`src/rtl/qmfir_uart_pkg.sv`:
```
// ==== qmfir_uart_pkg : shared encodings for the QMFIR UART burst interface ====
// ==== rev 1.0 ====
`default_nettype none

package qmfir_uart_pkg;

  typedef enum logic [3:0] {
    IDLE    = 4'd0,
    ADDR    = 4'd1,
    LEN     = 4'd2,
    WDATA   = 4'd3,
    WCOMMIT = 4'd4,
    WACK    = 4'd5,
    RREQ    = 4'd6,
    RWAIT   = 4'd7,
    RSEND   = 4'd8
  } state_t;

  localparam int CMD_WR  = 7;
  localparam int CMD_SEL = 6;

  localparam logic [7:0] WR_ACK_DEFAULT = 8'hA5;

endpackage

`default_nettype wire

```
`src/rtl/qmfir_byte_shreg.sv`:
```
// ==== qmfir_byte_shreg : N-byte shift-in/shift-out register with byte counter ====
// ==== rev 1.0 ====
`default_nettype none

module qmfir_byte_shreg #(
  parameter int NBYTES = 4
) (
  input  logic                  clk,
  input  logic                  rst,
  input  logic                  clr,
  input  logic                  shift_in,
  input  logic                  shift_out,
  input  logic                  load,
  input  logic [7:0]            in_byte,
  input  logic [8*NBYTES-1:0]   load_data,
  output logic [8*NBYTES-1:0]   data,
  output logic [7:0]            msb_byte,
  output logic                  last
);

  localparam int W  = 8 * NBYTES;
  localparam int CW = (NBYTES > 1) ? $clog2(NBYTES) : 1;

  logic [CW-1:0] count;
  logic [W-1:0]  shifted_in;

  // New bytes enter at the LSB so the first byte received ends up as the MSB.
  always_comb begin
    shifted_in      = data << 8;
    shifted_in[7:0] = in_byte;
  end

  assign msb_byte = data[W-1 -: 8];
  assign last     = (count == CW'(NBYTES - 1));

  always_ff @(posedge clk) begin
    if (rst) begin
      data  <= '0;
      count <= '0;
    end else begin
      if (load)
        data <= load_data;
      else if (shift_in)
        data <= shifted_in;
      else if (shift_out)
        data <= data << 8;

      if (clr)
        count <= '0;
      else if (shift_in || shift_out)
        count <= last ? '0 : count + 1'b1;
    end
  end

endmodule

`default_nettype wire

```
`src/rtl/qmfir_uart_burst_if.sv`:
```
// ==== qmfir_uart_burst_if : UART byte-frame to QMFIR bus bridge with bursts ====
// ==== rev 1.0 ====
`default_nettype none

module qmfir_uart_burst_if
  import qmfir_uart_pkg::*;
#(
  parameter int         DATA_BYTES = 4,
  parameter int         ADDR_BYTES = 2,
  parameter int         RD_TIMEOUT = 255,
  parameter logic [7:0] WR_ACK     = WR_ACK_DEFAULT
) (
  input  logic                    clk,
  input  logic                    rst,
  input  logic [7:0]              rx_data,
  input  logic                    rx_empty,
  output logic                    rx_re,
  output logic [7:0]              tx_data,
  output logic                    tx_we,
  input  logic                    tx_full,
  output logic [8*ADDR_BYTES-1:0] bus_addr,
  output logic                    bus_sel,
  output logic [8*DATA_BYTES-1:0] bus_wdata,
  output logic                    bus_we,
  output logic                    bus_re,
  input  logic [8*DATA_BYTES-1:0] bus_rdata,
  input  logic                    bus_rvalid,
  output logic                    busy,
  output logic                    rd_err
);

  localparam int DW = 8 * DATA_BYTES;
  localparam int TW = $clog2(RD_TIMEOUT + 1);

  state_t        state, state_next;
  logic          is_write;
  logic [7:0]    words_left;
  logic [TW-1:0] tcnt;

  logic          words_done, rd_timeout;
  logic          addr_shift, wd_shift, rd_shift, rd_load, addr_inc, shreg_clr;
  logic          addr_last, wd_last, rd_last;
  logic [7:0]    rd_byte;
  logic [DW-1:0] rd_load_data;
  logic [DW-1:0] rd_word_unused;
  logic [7:0]    addr_msb_unused, wdata_msb_unused;

  assign words_done   = (words_left == 8'd0);
  assign rd_timeout   = (tcnt == TW'(RD_TIMEOUT - 1));
  assign rd_load_data = bus_rvalid ? bus_rdata : '1;

  always_ff @(posedge clk) begin
    if (rst)
      state <= IDLE;
    else
      state <= state_next;
  end

  always_comb begin
    state_next = state;
    case (state)
      IDLE:    if (!rx_empty) state_next = ADDR;
      ADDR:    if (!rx_empty && addr_last) state_next = LEN;
      LEN:     if (!rx_empty) state_next = is_write ? WDATA : RREQ;
      WDATA:   if (!rx_empty && wd_last) state_next = WCOMMIT;
      WCOMMIT: state_next = words_done ? WACK : WDATA;
      WACK:    if (!tx_full) state_next = IDLE;
      RREQ:    state_next = RWAIT;
      RWAIT:   if (bus_rvalid || rd_timeout) state_next = RSEND;
      RSEND:   if (!tx_full && rd_last) state_next = words_done ? IDLE : RREQ;
      default: state_next = IDLE;
    endcase
  end

  // Strobes are suppressed while rst is high so a mid-burst reset issues nothing.
  always_comb begin
    rx_re   = 1'b0;
    tx_we   = 1'b0;
    tx_data = 8'h00;
    bus_we  = 1'b0;
    bus_re  = 1'b0;
    if (!rst) begin
      case (state)
        IDLE, ADDR, LEN, WDATA: rx_re = ~rx_empty;
        WCOMMIT: bus_we = 1'b1;
        WACK: begin
          tx_we   = ~tx_full;
          tx_data = WR_ACK;
        end
        RREQ:  bus_re = 1'b1;
        RSEND: begin
          tx_we   = ~tx_full;
          tx_data = rd_byte;
        end
        default: ;
      endcase
    end
    busy       = (state != IDLE);
    shreg_clr  = (state == IDLE);
    addr_shift = rx_re && (state == ADDR);
    wd_shift   = rx_re && (state == WDATA);
    rd_shift   = tx_we && (state == RSEND);
    rd_load    = (state == RWAIT) && (bus_rvalid || rd_timeout);
    addr_inc   = ((state == WCOMMIT) && !words_done) ||
                 (rd_shift && rd_last && !words_done);
  end

  always_ff @(posedge clk) begin
    if (rst) begin
      is_write   <= 1'b0;
      bus_sel    <= 1'b0;
      words_left <= 8'd0;
      tcnt       <= '0;
      rd_err     <= 1'b0;
    end else begin
      if (rx_re && (state == IDLE)) begin
        is_write <= rx_data[CMD_WR];
        bus_sel  <= rx_data[CMD_SEL];
      end
      if (rx_re && (state == LEN))
        words_left <= rx_data;
      else if (addr_inc)
        words_left <= words_left - 1'b1;
      if (state == RREQ)
        tcnt <= '0;
      else if (state == RWAIT)
        tcnt <= tcnt + 1'b1;
      if ((state == RWAIT) && !bus_rvalid && rd_timeout)
        rd_err <= 1'b1;
    end
  end

  qmfir_byte_shreg #(.NBYTES(ADDR_BYTES)) u_addr (
    .clk       (clk),
    .rst       (rst),
    .clr       (shreg_clr),
    .shift_in  (addr_shift),
    .shift_out (1'b0),
    .load      (addr_inc),
    .in_byte   (rx_data),
    .load_data (bus_addr + 1'b1),
    .data      (bus_addr),
    .msb_byte  (addr_msb_unused),
    .last      (addr_last)
  );

  qmfir_byte_shreg #(.NBYTES(DATA_BYTES)) u_wdata (
    .clk       (clk),
    .rst       (rst),
    .clr       (shreg_clr),
    .shift_in  (wd_shift),
    .shift_out (1'b0),
    .load      (1'b0),
    .in_byte   (rx_data),
    .load_data ('0),
    .data      (bus_wdata),
    .msb_byte  (wdata_msb_unused),
    .last      (wd_last)
  );

  qmfir_byte_shreg #(.NBYTES(DATA_BYTES)) u_rdata (
    .clk       (clk),
    .rst       (rst),
    .clr       (shreg_clr),
    .shift_in  (1'b0),
    .shift_out (rd_shift),
    .load      (rd_load),
    .in_byte   (8'h00),
    .load_data (rd_load_data),
    .data      (rd_word_unused),
    .msb_byte  (rd_byte),
    .last      (rd_last)
  );

endmodule

`default_nettype wire

```
`config.mk`:
```
export PLATFORM = sky130hd
export DESIGN_NAME = qmfir_uart_burst_if
export DESIGN_NICKNAME = d
export VERILOG_FILES = /design/src/rtl/qmfir_uart_pkg.sv /design/src/rtl/qmfir_byte_shreg.sv /design/src/rtl/qmfir_uart_burst_if.sv
export SDC_FILE = /design/constraint.sdc
export NUM_CORES = 1
export LEC_CHECK = 0
export ABC_AREA = 1
export BUFFER_PORTS_ARGS = -buffer_cell sky130_fd_sc_hd__buf_2
export CAP_MARGIN = 5
export CORE_ASPECT_RATIO = 0.6
export CORE_MARGIN = 3
export CORE_UTILIZATION = 55
export CTS_BUF_LIST = sky130_fd_sc_hd__clkbuf_16
export DETAILED_ROUTE_END_ITERATION = 10
export PLACE_DENSITY = 0.91
export REMOVE_ABC_BUFFERS = 1
export SETUP_SLACK_MARGIN = 0.02
export SLEW_MARGIN = 20
export SYNTH_ARGS = -nofsm -noshare
export SYNTH_HDL_FRONTEND = slang
export SYNTH_SLANG_ARGS = --single-unit
```
`constraint.sdc`:
```
create_clock -name clk -period 2.3 [get_ports clk]
set_clock_uncertainty 0.05 [all_clocks]
set_input_delay 0.115 -clock clk [delete_from_list [all_inputs] [get_ports clk]]
set_output_delay 0.115 -clock clk [all_outputs]
set_load 0.01 [all_outputs]
```
==> results of run 1 <==
[worst max-delay path by stage]
stage,cells after the start,start,endpoint
CTS,10,words_left[0],u_addr.data[15]
global route,11,words_left[0],u_addr.data[4]
detailed placement,10,words_left[0],u_addr.data[15]
floorplan,6,state[2],u_wdata.data[19]
finish,11,words_left[0],u_addr.data[15]
global placement,10,words_left[0],u_addr.data[14]
[cell families (layout without fill, tap and decap cells)]
logic type	Yosys count	count (layout)
adders and majority gates	6	6
and+or+nand+nor	364	364
xor gates and xnor gates	10	10
AOI/OAI and AO/OA	176	176
DFF	108	108
buffers and inverters	104	203
[tightest hold or removal path: stages]
cell     delay [ns]
buf_2          0.07
o31ai_1        0.06
a31oi_1        0.12
[metal layers]
| metal | global-route usage [%] | part of all wire (%) |
|---|---|---|
| met5 | 0 | 0 |
| met4 | 8.419 | 2.1 |
| met3 | 6.295 | 9.9 |
| met2 | 37.61 | 41 |
| met1 | 36.15 | 47 |
[synth_stat cells (3+ instances only)]
cell type / instances
clkbuf_1: 21
o21ai_0: 52
xor2_1: 8
nor2_1: 58
nand2_1: 218
inv_2: 10
buf_2: 9
dfxtp_1: 108
o211ai_1: 8
buf_6: 3
nor2_2: 7
inv_1: 54
nor2_4: 7
nand2_2: 10
o21ai_2: 4
nor3_1: 5
a21oi_1: 54
nand4_1: 9
a21oi_2: 6
a31oi_1: 22
ha_1: 6
nand3_1: 46
o31ai_1: 22
o21ai_1: 4
[power breakdown]
| group | internal [W] | switching [W] |
|---|---|---|
| Combinational | 0.000293 | 0.000588 |
| Sequential | 0.00194 | 0.000104 |
| Clock | 0.000761 | 0.000752 |
| Total | 0.00299 | 0.00144 |
[repair_timing]
| item | CTS | global route |
|---|---|---|
| setup endpoints to repair | 0 | 18 |
| hold buffers | 2 | 0 |
| setup buffers | 0 | 1 |
| resized for setup | 0 | 3 |
| hold endpoints to repair | 2 | 0 |
[per-stage QoR]
step | instance area [um^2] | hold WS (ns) | utilization, % | power (W)
4_1_cts | 6295 | 0.008339 | 67.27 | 0.004401
5_1_grt | 6327 | 0.02035 | 67.62 | 0.004623
3_5_place_dp | 5983 | 0.3520 | 63.94 | 0.002901
2_1_floorplan | 5190 | 0.1274 | - | 0.002623
3_3_place_gp | 5983 | 0.3330 | 63.94 | 0.002886
6_report | 6327 | 0.01086 | 67.62 | 0.004434
[area by class of cell]
type | count | share of cell area [%]
clock buffers | 9 | 3.559
multi-input cells | 556 | 44.14
flip-flops and latches | 108 | 34.17
clock inverters | 7 | 1.048
well taps | 130 | 2.571
repair buffers | 121 | 10.60
inverters | 66 | 3.915
[flip-flops by register name, summed over array words and instances, names as in the netlist]
signal and flops:
u_wdata.data 32, tcnt 8, u_rdata.count 2, state 4
u_rdata.data 32, rd_err 1, bus_sel 1, u_addr.last 1
u_wdata.count 2, words_left 8, u_addr.data 16, is_write 1
==> results.md, run 1 <==
* Status: complete, no violations
* PD cells at 700.7 nW/um^2
* DRC violations left at 0
* Vias in the first global route at 4705
* Non-filler cells, final at 997
* 1st-iter DRT viols at around 740
* Synth Register Bits at ~110
* R2R cell count at 11
* Die area at approximately 11000 um^2
* Synth Area in Simple Gates at 29.37%
* EDFF count, synth at 0
* Fill count at between 700 and 800
* First-pass GRT wire length at around 23 mm
* Setup TNS at 0 ns
* Post-synthesis mux area share at 0%
* Cell total after placement at around 980
* Post-DR wirelength/cell at between 10 and 15 um
* Initial Util at approximately 58%
* Critical Path Max Stage Delay at about 0.33 ns
* Top post-synthesis cells by area: dfxtp_1 (40%), nand2_1 (15%), a21oi_1 (5.0%)
* CTS Root Cell: clkbuf_16
* Largest net degree at the start of global routing at 38
* Critical Path Fanout Max at 18
* Most frequent cells in the layout: nand2_1 (218), dfxtp_1 (108), buf_2 (107)
* Min-Delay Path Depth at 3
* Gpl congestion at between 0.9 and 1
* H-tree depth at 3
* Area of all sequential standard cells at 2162 um^2
* Clk sinks at between 100 and 150
* Max-slew violation count at 0
* Max-cap violations at 0
* Ys async rst share at 0%
* Fin nets at 913
* Synth Area in Compound Gates at between 15 and 20%
* Area growth syn-to-layout at 17.50%
* Initial antenna violation count at 0
* Clock transition at path regs at roughly 0.080 ns
* Peak VDD IR at ~0.42 mV
* WP buf/inv at 3
* Clock buffer depth at 2
* Ys Warns at 0
* Reg2Reg Setup Slack at around 0.12 ns
* Area leader, netlist: dfxtp_1
* TritonCTS buffer count at 9
* Cells after synthesis at 768
* # rows at 27
* GRT Util Overall at between 20% and 30%
* Share of cells above drive strength 1 at a little over a fifth
* Die H at a little over 80 um
* Mapped Avg Cell Area at ~7.0 um^2
* Area of the multi-input gates at ~2800 um^2
* Worst setup path class: register to register
* CP endpoint kind: register
* Top delay family on crit path: simple AND/OR/NAND/NOR gates
* Sequential-to-total area share from yosys stat at around two fifths
* Main combinational cell family by area after synthesis: simple AND/OR/NAND/NOR gates
* Max Clock Freq at 458.6 MHz
* Fraction of the mapped netlist area in adder cells at approximately 1.4%
* FF-to-FF End: u_addr.data[15]
* Worst skew pair latency at ~0.35 ns
* Total global routing overflow at 0
* Die X at 133.7 um
* Crit-path cells: inv_1 > ha_1 > inv_1 > nor2_2 > nand4_2 > nand2_1 > nand2_4 > nor2_4 > buf_12 > nand2_1 > a21oi_1
* Setup repair after global routing missed its margin: true
* Hpwl dp at ~10 mm
* Post-Synth XOR/XNOR Area at 1.626%
* Crit path required time at 2.53 ns
* Leakage at roughly 2.6 nW
* HP Class: input pin to register
* Rel. slew slack at between 60% and 70%
* Place WS at roughly 0.22 ns
* Hold Crit Start: bus_rdata[10]
* Vias per cell at about 5.6
* Primary FF master, synth: dfxtp_1
* PnR worst setup slack at about 0.12 ns
* IO Count at between 100 and 150
* Final worst-path cycle share at between 90% and 100%
* Synth unique cells at 36
* DR pass1 iterations at 5
* Worst flop-to-flop path startpoint: words_left[0]
* Ant diodes at 0
* CTS tree: built
* Min Tclk post-route at 2.181 ns
* Final setup violation count at 0
* WL final at between 10 and 15 mm
* PortBufs at around 110
* Slowest CP cell: dfxtp_1
* Total number of vias at 5588
* Final hold vios at 0
* Area of the mapped netlist at between 5000 and 6000 um^2
* Top cell type's share of synthesized area at roughly two fifths
* Type of origin of the critical path: register
* Worst Path Arrival at around 2.4 ns
* Post-DRT Antenna Nets at 0
* Core area at about 9400 um^2
* Hold Path Sink: u_rdata.data[10]
* Worst-Margin Slew at just over 0.5 ns
* Commonest non-fill, non-tap cell in the layout: nand2_1
(Power assumes the default switching activity.)
==> run 2, diff against run 1 <==
--- a/config.mk
+++ b/config.mk
@@ -8,9 +8,11 @@
 export ABC_AREA = 1
 export BUFFER_PORTS_ARGS = -buffer_cell sky130_fd_sc_hd__buf_2
 export CAP_MARGIN = 5
+export CELL_PAD_IN_SITES_DETAIL_PLACEMENT = 1
+export CELL_PAD_IN_SITES_GLOBAL_PLACEMENT = 1
 export CORE_ASPECT_RATIO = 0.6
 export CORE_MARGIN = 3
-export CORE_UTILIZATION = 55
+export CORE_UTILIZATION = 39
 export CTS_BUF_LIST = sky130_fd_sc_hd__clkbuf_16
 export DETAILED_ROUTE_END_ITERATION = 10
 export PLACE_DENSITY = 0.91
@@ -20,3 +22,4 @@
 export SYNTH_ARGS = -nofsm -noshare
 export SYNTH_HDL_FRONTEND = slang
 export SYNTH_SLANG_ARGS = --single-unit
+export TNS_END_PERCENT = 10
==> results.md, run 2 (same netlist as run 1, synthesis figures left out) <==
* Status: complete, no violations
* FF-to-FF End: u_addr.data[6]
* R2R cell count at 11
* HP Class: input pin to register
* Max Clock Freq at between 400 and 500 MHz
* Critical Path Fanout Max at 18
* DRC violations left at 0
* 1st-iter DRT viols at approximately 380
* Setup crit end: u_addr.data[6]
* Worst flop-to-flop path startpoint: words_left[0]
* Die area at roughly 15000 um^2
* PD cells at roughly 700 nW/um^2
* Commonest non-fill, non-tap cell in the layout: nand2_1
* Worst skew pair latency at between 0.3 and 0.4 ns
* Max-slew violation count at 0
* Max-cap violations at 0
* Switching power at between 0.001 and 0.0015 W
* Worst Path Arrival at around 2.4 ns
* Die X at between 150 and 200 um
* TritonCTS buffer count at 9
* Area growth syn-to-layout at 18.59%
* Clk network pwr share at 33.5%
* Final hold vios at 0
* Place WS at 0.1352 ns
* Core area at 13170 um^2
* Clock buffer depth at 2
* Sw Ratio at around a third
* Post-route worst hold slack at ~0.011 ns
* Int Pwr at between 0.002 and 0.003 W
* DR pass1 iterations at 4
* Peak VDD IR at 0.3383 mV
* Leakage at 2.595 nW
* Vias per cell at roughly 5.3
* Final core utilization at between 40% and 50%
* Worst-Margin Slew at just over 0.5 ns
* CTS Root Cell: clkbuf_16
* WL final at about 17 mm
* Fill count at 1737
* Clk sinks at between 100 and 150
* Final setup violation count at 0
* Gpl congestion at ~0.84
* IO Count at between 100 and 150
* Initial Util at about 41%
* CP startpoint: words_left[0]
* Setup TNS at 0 ns
* H-tree depth at 3
* Initial antenna violation count at 0
* Post-DR wirelength/cell at approximately 16 um
* Fin nets at roughly 920
* Share of cells above drive strength 1 at a little over a fifth
* Die H at slightly below 100 um
* Sequential power share at between 40% and 50%
* GRT Util Overall at roughly 22%
* Min Tclk post-route at about 2.1 ns
* Vias in the first global route at approximately 5400
* First-pass GRT wire length at ~27 mm
* Post-DRT Antenna Nets at 0
* Type of origin of the critical path: register
* CP endpoint kind: register
* PortBufs at 107
* Total global routing overflow at 0
* Most frequent cells in the layout: nand2_1 (218), dfxtp_1 (107), buf_2 (107)
* CTS tree: built
* Worst setup path class: register to register
* Comb pwr share at between 20% and 30%
* Hpwl dp at between 10 and 15 mm
* Total number of vias at ~5600
* Setup repair after global routing missed its margin: false
* Reg2Reg Setup Slack at ~0.16 ns
* # rows at 32
* Crit path required time at between 2 and 3 ns
* Largest net degree at the start of global routing at 55
* PnR worst setup slack at 0.1610 ns
* Rel. slew slack at between 60% and 70%
* Clock transition at path regs at 0.08 ns
* Biggest regs: u_rdata.data x32, u_wdata.data x32, u_addr.data x16
* Final worst-path cycle share at 93.00%
* Ant diodes at 0
==> run 2: worst min-delay path by stage <==
stage                  start          endpoint  slack (ns)  cells past startpoint
6_report       bus_rdata[17]  u_rdata.data[17]        0.01                      3
5_1_grt        bus_rdata[27]  u_rdata.data[27]       0.009                      3
4_1_cts        bus_rdata[17]  u_rdata.data[17]      0.0008                      3
3_5_place_dp      rx_data[6]           bus_sel        0.35                      3
3_3_place_gp      rx_data[6]           bus_sel        0.34                      3
2_1_floorplan            rst   u_addr.data[10]        0.13                      1
==> run 2: cell type report <==
type	instances	area, um^2	share of cell area, %
clock buffers	9	225.2	3.527
flip-flops and latches	108	2163	33.88
repair buffers	123	683.2	10.70
clock inverters	7	60.06	0.9404
inverters	66	247.7	3.879
multi-input cells	556	2794	43.75
well taps	170	212.7	3.331
==> run 2: repair_timing <==
action | in CTS | in global routing
hold endpoints to repair | 1 | 0
setup buffers | 0 | 1
resized for setup | 0 | 3
endpoints found under the setup margin | 0 | 24
hold buffers | 1 | 0
==> run 2: layer usage <==
layer  share of wire [%]  GRT usage, %  up-vias
li1                    -             -     2730
met1                  49         31.65     2667
met2                  44         32.54      138
met3                 5.2         4.649       19
met4                0.93         4.600        0
met5                   0             0        -
==> run 2: stage by stage <==
step / power [W] / cell area (um^2) / cells
floorplan: 0.002623 / 5190 / 730
global placement: 0.002917 / 6056 / 1021
detailed placement: 0.002953 / 6056 / 1021
CTS: 0.004471 / 6351 / 1038
global route: 0.004686 / 6386 / 1039
finish: 0.004475 / 6386 / 1039
==> run 2: critical path: stages, from the launching register on <==
cell     delay [ns]
dfxtp_1        0.33
inv_1          0.12
ha_1           0.21
inv_1          0.06
nor2_2         0.27
nand4_4        0.19
nand2_1        0.16
nand2_4        0.16
nor2_4         0.16
buf_12         0.15
nand2_1        0.07
a21oi_2        0.14
==> run 2: power groups by stage <==
stage          sequential [W]  clock (W)  combinational [W]
2_1_floorplan         0.00207          0           0.000553
3_3_place_gp          0.00208          0           0.000837
3_5_place_dp          0.00208          0           0.000870
4_1_cts               0.00204    0.00154           0.000890
5_1_grt               0.00206    0.00161            0.00102
6_report              0.00205    0.00150           0.000925
